[config.mk]
export PLATFORM = sky130hd
export DESIGN_NAME = diff_window_accumulator
export DESIGN_NICKNAME = d
export VERILOG_FILES = /design/src/rtl/diff_window_accumulator.sv
export SDC_FILE = /design/constraint.sdc
export NUM_CORES = 1
export LEC_CHECK = 0
export CORE_AREA = 3 3 75 105
export DETAILED_ROUTE_END_ITERATION = 7
export DIE_AREA = 0 0 78 108
export PLACE_DENSITY_LB_ADDON = 0.3
export SLEW_MARGIN = 20
export SYNTH_ARGS = -nofsm -noshare
export SYNTH_HDL_FRONTEND = slang
export SYNTH_SLANG_ARGS = --single-unit
[constraint.sdc]
create_clock -name clock -period 6.6 [get_ports clock]
set_input_delay 1.65 -clock clock [delete_from_list [all_inputs] [get_ports clock]]
set_output_delay 1.65 -clock clock [all_outputs]
set_load 0.1 [all_outputs]
[src/rtl/diff_window_accumulator.sv]
// -----------------------------------------------------------------------------
// diff_window_accumulator
//
// Accumulates a stream of two's-complement differences (from the subtractor
// stage) over a frame of FRAME_LEN samples, or fewer when the frame is flushed
// early. Each closed frame is presented once as a saturated sum, a sample count
// and a sticky overflow flag over a valid/ready output. The frame result is
// held in HOLD until downstream takes it; input is stalled meanwhile.
//
// Optional build macro:
//   DIFF_ACC_ABS_EN  - each sample contributes |io_in_bits|, so the frame
//                      result is a sum of absolute differences (non-negative,
//                      saturates to the positive maximum only).
//
// Ports:
//   clock         in   rising-edge clock
//   reset         in   asynchronous active-low reset
//   io_in_valid   in   difference sample valid
//   io_in_ready   out  block can accept a sample (low in HOLD)
//   io_in_bits    in   WIDTH-bit signed difference
//   io_flush      in   close the current frame early
//   io_out_valid  out  frame result valid
//   io_out_ready  in   downstream accepts the result
//   io_out_sum    out  ACC_WIDTH-bit signed saturated frame sum
//   io_out_count  out  number of samples in the frame
//   io_out_ovf    out  saturation occurred in this frame
// -----------------------------------------------------------------------------
module diff_window_accumulator #(
    parameter int WIDTH     = 16,
    parameter int ACC_WIDTH = 24,
    parameter int FRAME_LEN = 8,
    // Derived from FRAME_LEN; not meant to be overridden.
    parameter int CNT_W     = $clog2(FRAME_LEN + 1)
) (
    input  logic                 clock,
    input  logic                 reset,
    input  logic                 io_in_valid,
    output logic                 io_in_ready,
    input  logic [WIDTH-1:0]     io_in_bits,
    input  logic                 io_flush,
    output logic                 io_out_valid,
    input  logic                 io_out_ready,
    output logic [ACC_WIDTH-1:0] io_out_sum,
    output logic [CNT_W-1:0]     io_out_count,
    output logic                 io_out_ovf
);

    localparam logic [1:0] ST_IDLE  = 2'd0;
    localparam logic [1:0] ST_ACCUM = 2'd1;
    localparam logic [1:0] ST_HOLD  = 2'd2;

    localparam logic [ACC_WIDTH-1:0] ACC_MAX  = {1'b0, {(ACC_WIDTH-1){1'b1}}};
    localparam logic [ACC_WIDTH-1:0] ACC_MIN  = {1'b1, {(ACC_WIDTH-1){1'b0}}};
    localparam logic [ACC_WIDTH-1:0] ACC_ZERO = {ACC_WIDTH{1'b0}};
    localparam logic [CNT_W-1:0]     CNT_ZERO = {CNT_W{1'b0}};
    localparam logic [CNT_W-1:0]     CNT_ONE  = CNT_W'(1'b1);
    localparam logic [CNT_W-1:0]     CNT_LAST = CNT_W'(FRAME_LEN);

    // Widen one sample to ACC_WIDTH+1 bits, the width of the unclamped sum.
    function automatic logic [ACC_WIDTH:0] extend_sample(input logic [WIDTH-1:0] s);
        logic [WIDTH:0] mag;
`ifdef DIFF_ACC_ABS_EN
        // Negation of the sign-extended value; the extra bit keeps
        // |-2^(WIDTH-1)| exact.
        if (s[WIDTH-1]) begin
            mag = {1'b0, ~s} + {{WIDTH{1'b0}}, 1'b1};
        end else begin
            mag = {1'b0, s};
        end
        return {{(ACC_WIDTH-WIDTH){1'b0}}, mag};
`else
        mag = {s[WIDTH-1], s};
        return {{(ACC_WIDTH-WIDTH){mag[WIDTH]}}, mag};
`endif
    endfunction

    // Clamp an ACC_WIDTH+1-bit sum into ACC_WIDTH bits; MSB of the result is
    // the clamp flag. The top two bits differing means the value left range.
    function automatic logic [ACC_WIDTH:0] saturate(input logic [ACC_WIDTH:0] sum);
        logic [ACC_WIDTH:0] ret;
        if (sum[ACC_WIDTH] != sum[ACC_WIDTH-1]) begin
            if (sum[ACC_WIDTH]) begin
                ret = {1'b1, ACC_MIN};
            end else begin
                ret = {1'b1, ACC_MAX};
            end
        end else begin
            ret = {1'b0, sum[ACC_WIDTH-1:0]};
        end
        return ret;
    endfunction

    logic [1:0]           state_r;
    logic [ACC_WIDTH-1:0] acc_r;
    logic [CNT_W-1:0]     cnt_r;
    logic                 ovf_r;
    logic                 in_ready_r;
    logic                 out_valid_r;
    logic [ACC_WIDTH-1:0] out_sum_r;
    logic [CNT_W-1:0]     out_count_r;
    logic                 out_ovf_r;

    logic                 accept_s;
    logic [ACC_WIDTH-1:0] base_s;
    logic [ACC_WIDTH:0]   sum_s;
    logic [ACC_WIDTH:0]   sat_s;
    logic                 clamp_s;
    logic [ACC_WIDTH-1:0] acc_add_s;
    logic [CNT_W-1:0]     cnt_inc_s;

    logic [1:0]           state_nxt_s;
    logic [ACC_WIDTH-1:0] acc_nxt_s;
    logic [CNT_W-1:0]     cnt_nxt_s;
    logic                 ovf_nxt_s;
    logic                 close_s;

    assign accept_s = io_in_valid & (state_r != ST_HOLD);

    // Saturating add of the incoming sample; a fresh frame starts from zero.
    always_comb begin
        if (state_r == ST_IDLE) begin
            base_s = ACC_ZERO;
        end else begin
            base_s = acc_r;
        end
        sum_s     = {base_s[ACC_WIDTH-1], base_s} + extend_sample(io_in_bits);
        sat_s     = saturate(sum_s);
        clamp_s   = sat_s[ACC_WIDTH];
        acc_add_s = sat_s[ACC_WIDTH-1:0];
        cnt_inc_s = cnt_r + CNT_ONE;
    end

    // Frame state machine: next state, accumulator, count and overflow.
    always_comb begin
        state_nxt_s = state_r;
        acc_nxt_s   = acc_r;
        cnt_nxt_s   = cnt_r;
        ovf_nxt_s   = ovf_r;
        close_s     = 1'b0;
        case (state_r)
            ST_IDLE: begin
                // A flush with no sample is ignored: empty frames are never sent.
                if (accept_s) begin
                    acc_nxt_s = acc_add_s;
                    cnt_nxt_s = CNT_ONE;
                    ovf_nxt_s = clamp_s;
                    if ((CNT_LAST == CNT_ONE) || io_flush) begin
                        close_s     = 1'b1;
                        state_nxt_s = ST_HOLD;
                    end else begin
                        state_nxt_s = ST_ACCUM;
                    end
                end else begin
                    state_nxt_s = ST_IDLE;
                end
            end
            ST_ACCUM: begin
                if (accept_s) begin
                    acc_nxt_s = acc_add_s;
                    cnt_nxt_s = cnt_inc_s;
                    ovf_nxt_s = ovf_r | clamp_s;
                    if ((cnt_inc_s == CNT_LAST) || io_flush) begin
                        close_s     = 1'b1;
                        state_nxt_s = ST_HOLD;
                    end else begin
                        state_nxt_s = ST_ACCUM;
                    end
                end else if (io_flush) begin
                    // At least one sample is already in the frame here.
                    close_s     = 1'b1;
                    state_nxt_s = ST_HOLD;
                end else begin
                    state_nxt_s = ST_ACCUM;
                end
            end
            ST_HOLD: begin
                if (io_out_ready) begin
                    acc_nxt_s   = ACC_ZERO;
                    cnt_nxt_s   = CNT_ZERO;
                    ovf_nxt_s   = 1'b0;
                    state_nxt_s = ST_IDLE;
                end else begin
                    state_nxt_s = ST_HOLD;
                end
            end
            default: begin
                acc_nxt_s   = ACC_ZERO;
                cnt_nxt_s   = CNT_ZERO;
                ovf_nxt_s   = 1'b0;
                state_nxt_s = ST_IDLE;
            end
        endcase
    end

    // State and frame accumulator registers.
    always_ff @(posedge clock or negedge reset) begin
        if (!reset) begin
            state_r <= ST_IDLE;
            acc_r   <= ACC_ZERO;
            cnt_r   <= CNT_ZERO;
            ovf_r   <= 1'b0;
        end else begin
            state_r <= state_nxt_s;
            acc_r   <= acc_nxt_s;
            cnt_r   <= cnt_nxt_s;
            ovf_r   <= ovf_nxt_s;
        end
    end

    // Registered handshake outputs and the frame result latched on entry to HOLD.
    always_ff @(posedge clock or negedge reset) begin
        if (!reset) begin
            in_ready_r  <= 1'b1;
            out_valid_r <= 1'b0;
            out_sum_r   <= ACC_ZERO;
            out_count_r <= CNT_ZERO;
            out_ovf_r   <= 1'b0;
        end else begin
            in_ready_r  <= (state_nxt_s != ST_HOLD);
            out_valid_r <= (state_nxt_s == ST_HOLD);
            if (close_s) begin
                out_sum_r   <= acc_nxt_s;
                out_count_r <= cnt_nxt_s;
                out_ovf_r   <= ovf_nxt_s;
            end else begin
                out_sum_r   <= out_sum_r;
                out_count_r <= out_count_r;
                out_ovf_r   <= out_ovf_r;
            end
        end
    end

    assign io_in_ready  = in_ready_r;
    assign io_out_valid = out_valid_r;
    assign io_out_sum   = out_sum_r;
    assign io_out_count = out_count_r;
    assign io_out_ovf   = out_ovf_r;

endmodule

==> impl_metrics.tcl, run 1 <==
set metrics [dict create \
    status "complete, no violations" \
    r2r_end "io_out_sum[3]" \
    skew_ps 13.1 \
    port_buffers 51 \
    synth_cells 480 \
    cts_hold_buf 0 \
    fin_cells 623 \
    wl_um 10400 \
    maxSlewHeadroom_pct 28.2 \
    avgSynthCellArea_sq_um 8.84 \
    tightest_slew_ps 1080 \
    synth.area.top_cells "dfrtp_1 (36%), ha_1 (7.7%), nor2_1 (5.4%), nand2_1 (4.3%), o21ai_0 (3.8%)" \
    finalSetupTns_ps 0 \
    synth-edff-count 0 \
    routabilityCongestion 0.933 \
    finalHoldViolations 0 \
    nNetsFinal 571 \
    ys_warn_count 0 \
    grt_util_all_layers_pct 26.0 \
    synthXorXnorAreaFrac_pct 3.72 \
    grt.overflow.total 0 \
    rsz0062_at_grt "false" \
    path_clk_slew_ps 70 \
    min_path_type "flop to flop" \
    synth_compound_area_share_pct 26.7 \
    syn_nets 528 \
    drive_gt1_share_pct 10.2 \
    drc 0 \
    cts_setup_buffers 0 \
    synthMuxAreaShare_pct 2.89 \
    cp.arrival_ps 5240 \
    area_growth_pct 18.3 \
    setup_viol 0 \
    netlist_area_sq_mm 0.00424 \
    place_inst 607 \
    hold_depth 2 \
    avgRoutedWirePerCell_um 16.7 \
    ant_nets 0 \
    clockRootBuffer "clkbuf_8" \
    fmax_mhz 200 \
    r2r_setup_slack_ps 1620 \
    die_h_um 108 \
    worstRegToRegCells 13 \
    drtPass1Iterations 5 \
    dp_slack_ps 1270 \
    min-delay-start "io_out_sum[22]" \
    min_period_ps 5000 \
    yosys.area.top_type "dfrtp_1" \
    core_area_sq_mm 0.00703 \
    synth_flop_cell "dfrtp_1" \
    dp_hpwl_um 7300 \
    grt_max_degree 63 \
    rows 36 \
    power_density_mw_per_mm2 545 \
    clk_latency_ps 350 \
    grt_antenna_before_repair 0 \
    fin_ws_ps 1600 \
    synth_adder_area_share_pct 8.14 \
    r2r_start "state_r[1]" \
    crit_path_end_kind "flop" \
    avgViaCountPerCell 6.01 \
    numCtsBuffers 9 \
    clkSinkCount 62 \
    cts_tree "built" \
    diodes 0 \
    yosysUniqueCellTypes 68 \
    initialDrtViolationCount 314 \
    yosys_register_bits 62 \
    timing.final.crit_share_pct 75.8 \
    finalMaxSlewViolations 0 \
    synth_top_area_share_pct 36.0 \
    min_to "io_out_sum[22]" \
    cts_resized 0 \
    via_count 3744 \
    startpoint_type "primary input" \
    cap_violations 0 \
    ios 52 \
    yosysSeqAreaShare_pct 36.6 \
    ir_worst_vdd_mv 0.373 \
    yosys.area_share.simple_pct 18.2 \
    cp_max_fo 22 \
    start_util_pct 60.4 \
    async_flop_share_pct 100 \
    crit_type "primary input to flop" \
    grt_pass1_wl_um 17400 \
    clock_path_buffers 2 \
    fin_util_pct 71.5 \
    grt_pass1_vias 3716 \
    synth_top_family_by_area "compound AO/OA/AOI/OAI gates" \
    dieArea_sq_mm 0.00842 \
    finalPower_w 0.00274 \
    cp.required_ps 6840 \
    die_w_um 78 \
    htree_levels 3 \
    fillers 544 \
    leakagePower_nw 2.21 \
]
power by group:
| part | total, W | internal [W] | switching, W |
|---|---|---|---|
| clock network | 0.000391 | 0.000243 | 0.000148 |
| logic | 0.00169 | 0.000517 | 0.00117 |
| registers | 0.000658 | 0.000548 | 0.000109 |
layer usage:
layer  vias to the layer above  GRT usage [%]  wire, um
met5                         -              0         0
li1                       1807              -         -
met2                       113           46.5      5240
met4                         0           11.1       297
met1                      1800           30.6      4410
met3                        24           4.33       435
state kept, by name, indices dropped and copies added, names as in the netlist:
name	flops
acc_r	24
io_out_sum	24
cnt_r	4
io_out_count	4
state_r	2
io_in_ready	1
io_out_ovf	1
io_out_valid	1
ovf_r	1
cell type report:
| cell class | count | area [sq um] | area share [%] |
|---|---|---|---|
| clock inverters | 3 | 65.1 | 1.30 |
| inverters | 14 | 52.6 | 1.05 |
| clock buffers | 13 | 169 | 3.36 |
| well taps | 95 | 119 | 2.37 |
| repair buffers | 54 | 528 | 10.5 |
| flip-flops and latches | 62 | 1550 | 30.9 |
| multi-input cells | 382 | 2530 | 50.5 |
layout by cell type (no fill, tap or decap), types with 13 or more instances in the layout:
cell             synthesis  routed
a21oi_1                 25      25
xnor2_1                 13      13
nor2b_1                 25      25
inv_1                   14      14
clkdlybuf4s50_1          0      50
ha_1                    26      26
o21ai_0                 32      32
dfrtp_1                 61      61
nor2_1                  61      61
nand2_1                 49      48
kinds of logic (layout without fill, tap and decap cells):
group                    after synthesis  count (layout)
AO/OA/AOI/OAI                        156             156
XOR/XNOR                              18              18
adder cells (fa/ha/maj)               27              27
buffers and inverters                 36              84
flip-flops                            62              62
multiplexers                          11              11
AND/OR/NAND/NOR                      170             170
synthesized netlist by cell type (all sizes together) (3+ instances only):
cell,number
nand3,9
o31ai,13
a21oi,28
nor3,6
o21a,7
xor2,5
ha,26
a21o,12
or2,10
nor2b,25
nor2,61
o21ai,39
xnor2,13
o2bb2a,8
inv,14
a211oi,7
a31oi,6
o21bai,4
o211ai,3
o22ai,3
dfrtp,61
buf,9
nand2,49
mux2,10
clkbuf,13
nand4,3
metrics by stage:
stage / instance area (sq um) / hold slack, ps
after floorplan: 4240 / 443
after global placement: 4780 / 452
after detailed placement: 4780 / 465
after CTS: 5020 / 478
after global routing: 5020 / 502
final: 5020 / 475
how the worst max path moves through the flow:
stage	start	end	slack [ps]	cells past startpoint
finish	io_in_bits[15]	io_out_sum[3]	1600	10
global route	state_r[1]	io_out_sum[2]	1350	12
CTS	io_in_bits[0]	io_out_sum[11]	1620	12
detailed placement	io_in_bits[0]	io_out_sum[11]	1270	12
global placement	io_in_bits[0]	io_out_sum[11]	1340	12
floorplan	io_in_bits[0]	io_out_sum[11]	2410	11
critical path: stages:
cell	delay, ps
clkdlybuf4s50_1	620
ha_1	450
a21oi_1	300
o21a_1	150
o221ai_1	220
a21o_1	260
o21ai_2	850
nor2_1	160
or2_1	280
o31ai_1	280
Power figures use the tool's default switching activity.
==> inputs of run 2 (changes only) <==
--- a/config.mk
+++ b/config.mk
@@ -5,9 +5,9 @@
 export SDC_FILE = /design/constraint.sdc
 export NUM_CORES = 1
 export LEC_CHECK = 0
-export CORE_AREA = 3 3 75 105
+export CORE_AREA = 3 3 82 114
 export DETAILED_ROUTE_END_ITERATION = 7
-export DIE_AREA = 0 0 78 108
+export DIE_AREA = 0 0 85 117
 export PLACE_DENSITY_LB_ADDON = 0.3
 export SLEW_MARGIN = 20
 export SYNTH_ARGS = -nofsm -noshare
==> constraint.sdc (replaced) <==
create_clock -name clock -period 4.55 [get_ports clock]
set_input_delay 1.1375 -clock clock [delete_from_list [all_inputs] [get_ports clock]]
set_output_delay 1.1375 -clock clock [all_outputs]
set_load 0.1 [all_outputs]
==> impl_metrics.tcl, run 2 (same netlist as run 1, synthesis figures left out) <==
set metrics [dict create \
    die_w_um 85 \
    clkSinkCount 62 \
    ir_worst_vdd_mv 0.545 \
    start_util_pct 50.8 \
    numCtsBuffers 9 \
    wl_um 10700 \
    cts_setup_buffers 0 \
    core_area_sq_mm 0.00834 \
    grt.overflow.total 0 \
    cap_violations 0 \
    drive_gt1_share_pct 12.5 \
    htree_levels 3 \
    avgViaCountPerCell 5.90 \
    tightest_slew_ps 985 \
    crit_type "primary input to flop" \
    dieArea_sq_mm 0.00995 \
    drc 0 \
    seqPwrFrac_pct 23.3 \
    grt_pass1_wl_um 18100 \
    final_cell_mix "nor2_1 (61), dfrtp_1 (61), clkdlybuf4s50_1 (50)" \
    drtPass1Iterations 4 \
    area_growth_pct 21.9 \
    finalHoldViolations 0 \
    dp_hpwl_um 7950 \
    fmax_mhz 242 \
    pwr-share-clk_pct 15.2 \
    pwr-share-comb_pct 61.5 \
    min_period_ps 4130 \
    grt_util_all_layers_pct 22.8 \
    finalMaxSlewViolations 0 \
    ios 52 \
    net-switching-power_w 0.00211 \
    grt_antenna_before_repair 0 \
    initialDrtViolationCount 277 \
    leakagePower_nw 2.29 \
    skew_ps 6.14 \
    crit_path_end_kind "flop" \
    cp.required_ps 4760 \
    avgRoutedWirePerCell_um 16.5 \
    maxSlewHeadroom_pct 34.2 \
    clockRootBuffer "clkbuf_16" \
    grt_max_degree 33 \
    die_h_um 117 \
    status "complete, no violations" \
    cts_tree "built" \
    rsz0062_at_grt "false" \
    setup_viol 0 \
    diodes 0 \
    path_clk_slew_ps 50 \
    finalSetupTns_ps 0 \
    timing.final.crit_share_pct 90.9 \
    cp.arrival_ps 4340 \
    clk_latency_ps 330 \
    cts_resized 0 \
    r2r_setup_slack_ps 650 \
    startpoint_type "primary input" \
    power_density_mw_per_mm2 784 \
    routabilityCongestion 0.920 \
    rows 39 \
    ant_nets 0 \
    clock_path_buffers 2 \
    cts_hold_buf 0 \
    min_path_type "flop to flop" \
    port_buffers 51 \
    swShare_pct 51.9 \
    cp_max_fo 11 \
    via_count 3805 \
    worst_hold_slack_ps 476 \
    nNetsFinal 586 \
    p_int_w 0.00195 \
    grt_pass1_vias 3845 \
]
run 2: final timing paths:
| check | startpoint | cells after the start | to |
|---|---|---|---|
| max | io_in_bits[0] | 12 | acc_r[10] |
| min | io_out_sum[17] | 2 | io_out_sum[17] |
| max reg2reg | state_r[0] | 14 | acc_r[10] |
| min reg2reg | io_out_sum[17] | 2 | io_out_sum[17] |
| max in group asynchronous | reset | 2 | io_in_ready |
| min in group asynchronous | reset | 1 | io_out_sum[4] |
run 2: per-layer routing:
metal	wire length (um)	GRT usage [%]	vias up
li1	-	-	1841
met1	4230	26.7	1844
met2	5620	40.8	102
met3	555	3.78	18
met4	248	10.5	0
met5	0	0	-
run 2: critical path: stages:
cell             delay (ps)
clkdlybuf4s50_1         430
ha_1                    250
fa_1                    450
a211oi_2                260
o211ai_2                140
a311oi_2                360
o21ai_1                 120
a21o_1                  270
o2111ai_2               330
buf_4                   260
nor2_1                   60
o2bb2a_1                280
run 2: metrics by stage:
step	std cells	setup slack (ps)	util [%]	total power, W	area [sq um]
floorplan	480	871	-	0.00285	4240
global placement	629	213	58.8	0.00341	4910
detailed placement	629	85.1	58.8	0.00344	4910
CTS	645	411	62.0	0.00407	5170
global route	645	185	62.0	0.00429	5170
finish	645	416	62.0	0.00406	5170
run 2: final cells by class:
class                           count  area, sq um
Fill cell                         710         3170
Multi-Input combinational cell    382         2530
Sequential cell                    62         1550
Timing Repair Buffer               69          641
Clock buffer                       10          229
Tap cell                          102          128
Inverter                           14         52.6
Clock inverter                      6         38.8
run 2: power by group through the flow:
stage                     clock, W  combinational (W)  sequential [W]
after floorplan                  0            0.00101         0.00184
after global placement           0            0.00247        0.000945
after detailed placement         0            0.00249        0.000953
after CTS                 0.000624            0.00250        0.000947
after global routing      0.000646            0.00267        0.000980
final                     0.000616            0.00250        0.000945
==> inputs of run 3 (changes only) <==
--- a/config.mk
+++ b/config.mk
@@ -5,10 +5,12 @@
 export SDC_FILE = /design/constraint.sdc
 export NUM_CORES = 1
 export LEC_CHECK = 0
-export CORE_AREA = 3 3 82 114
+export ABC_CLOCK_PERIOD_IN_PS = 4550
+export CORE_AREA = 3 3 92 128
 export DETAILED_ROUTE_END_ITERATION = 7
-export DIE_AREA = 0 0 85 117
+export DIE_AREA = 0 0 95 131
 export PLACE_DENSITY_LB_ADDON = 0.3
+export SKIP_LAST_GASP = 1
 export SLEW_MARGIN = 20
 export SYNTH_ARGS = -nofsm -noshare
 export SYNTH_HDL_FRONTEND = slang
==> impl_metrics.tcl, run 3 (same netlist as run 1, synthesis figures left out) <==
set metrics [dict create \
    via_count 3805 \
    cp.required_ps 4770 \
    pwr-share-comb_pct 60.8 \
    finalHoldViolations 0 \
    cts_resized 0 \
    grt_pass1_vias 3851 \
    port_buffers 51 \
    wl_um 11300 \
    start_util_pct 39.0 \
    numCtsBuffers 9 \
    ant_nets 0 \
    fin_ws_ps 374 \
    die_w_um 95 \
    cts_setup_buffers 0 \
    rsz0062_at_grt "false" \
    min_path_type "flop to flop" \
    core_area_sq_mm 0.0109 \
    power_density_mw_per_mm2 782 \
    setup_viol 0 \
    initialDrtViolationCount 165 \
    final_cell_mix "nor2_1 (61), dfrtp_1 (61), clkdlybuf4s50_1 (50)" \
    dp_hpwl_um 8410 \
    fmax_mhz 239 \
    skew_ps 5.26 \
    net-switching-power_w 0.00212 \
    nNetsFinal 596 \
    worstRegToRegCells 14 \
    startpoint_type "primary input" \
    avgViaCountPerCell 5.48 \
    grt_pass1_wl_um 18300 \
    ios 52 \
    timing.final.crit_share_pct 91.8 \
    ir_worst_vdd_mv 0.449 \
    maxSlewHeadroom_pct 34.4 \
    cap_violations 0 \
    area_growth_pct 25.4 \
    diodes 0 \
    clock_path_buffers 2 \
    crit_type "primary input to flop" \
    hold_depth 2 \
    clk_latency_ps 340 \
    cp.arrival_ps 4390 \
    drc 0 \
    routabilityCongestion 0.890 \
    grt.overflow.total 0 \
    cts_tree "built" \
    leakagePower_nw 2.35 \
    crit_path_end_kind "flop" \
    clockRootBuffer "clkbuf_16" \
    dp_slack_ps 32.3 \
    pwr-share-clk_pct 16.4 \
    fin_util_pct 49.0 \
    min_period_ps 4180 \
    finalSetupTns_ps 0 \
    drtPass1Iterations 4 \
    grt_util_all_layers_pct 19.1 \
    rows 45 \
    cp_max_fo 10 \
    place_area_sq_mm 0.00503 \
    tightest_slew_ps 980 \
    clkSinkCount 62 \
    final_cell_area_sq_mm 0.00532 \
    cts_hold_buf 0 \
    drive_gt1_share_pct 13.9 \
    place_inst 678 \
    avgRoutedWirePerCell_um 16.3 \
    status "complete, no violations" \
    die_h_um 131 \
    dieArea_sq_mm 0.0124 \
    path_clk_slew_ps 60 \
    finalMaxSlewViolations 0 \
    swShare_pct 51.0 \
    fin_cells 694 \
    p_int_w 0.00204 \
    grt_antenna_before_repair 0 \
    htree_levels 3 \
    grt_max_degree 35 \
    seqPwrFrac_pct 22.8 \
]
==> run 3: cell count changes in the layout (fill, tap and decap cells not counted) <==
cell and change:
buf_4 +10, bufinv_16 +1, clkbuf_1 +1, clkinv_2 -2, clkinv_4 +1, clkinvlp_4 -1
==> run 3: power groups by stage <==
stage	combinational, W	clock [W]	sequential (W)
5_1_grt	0.00270	0.000717	0.000980
3_5_place_dp	0.00253	0	0.000956
2_1_floorplan	0.00101	0	0.00184
3_3_place_gp	0.00250	0	0.000947
4_1_cts	0.00254	0.000695	0.000951
6_report	0.00253	0.000682	0.000948
==> run 3: final timing paths <==
| kind | slack (ps) | startpoint | end |
|---|---|---|---|
| hold reg to reg | 480 | io_out_sum[22] | io_out_sum[22] |
| max in group asynchronous | 2830 | reset | acc_r[13] |
| setup reg to reg | 700 | state_r[0] | acc_r[2] |
| setup / recovery | 370 | io_in_bits[0] | acc_r[2] |
| min in group asynchronous | 830 | reset | io_out_count[2] |
| hold / removal | 480 | io_out_sum[22] | io_out_sum[22] |
==> run 3: layout make-up <==
| cell class | instances | area, sq um |
|---|---|---|
| clock inverter | 5 | 60.1 |
| fill | 1023 | 5540 |
| multi-input combinational | 382 | 2530 |
| tap | 141 | 176 |
| clock buffer | 11 | 233 |
| inverter | 14 | 52.6 |
| sequential | 62 | 1550 |
| timing repair buffer | 79 | 716 |
==> run 3: critical path, stage by stage <==
cell             delay (ps)
clkdlybuf4s50_1         410
ha_1                    250
fa_1                    450
a211oi_2                250
o211ai_2                130
a311oi_2                310
buf_4                   170
o21ai_1                  70
a21o_1                  260
o2111ai_2               330
buf_4                   260
nor2_1                   60
o2bb2a_1                290
==> run 3: per-stage QoR <==
stage                     power (W)  hold WS [ps]
final                       0.00416           475
after global routing        0.00440           501
after CTS                   0.00419           480
after detailed placement    0.00349           460
after global placement      0.00345           455
after floorplan             0.00285           443
==> run 3: per-layer routing <==
metal	wire (um)	global-route usage [%]
met2	6030	34.6
met4	274	9.35
met5	0	0
met3	331	3.38
met1	4680	21.4
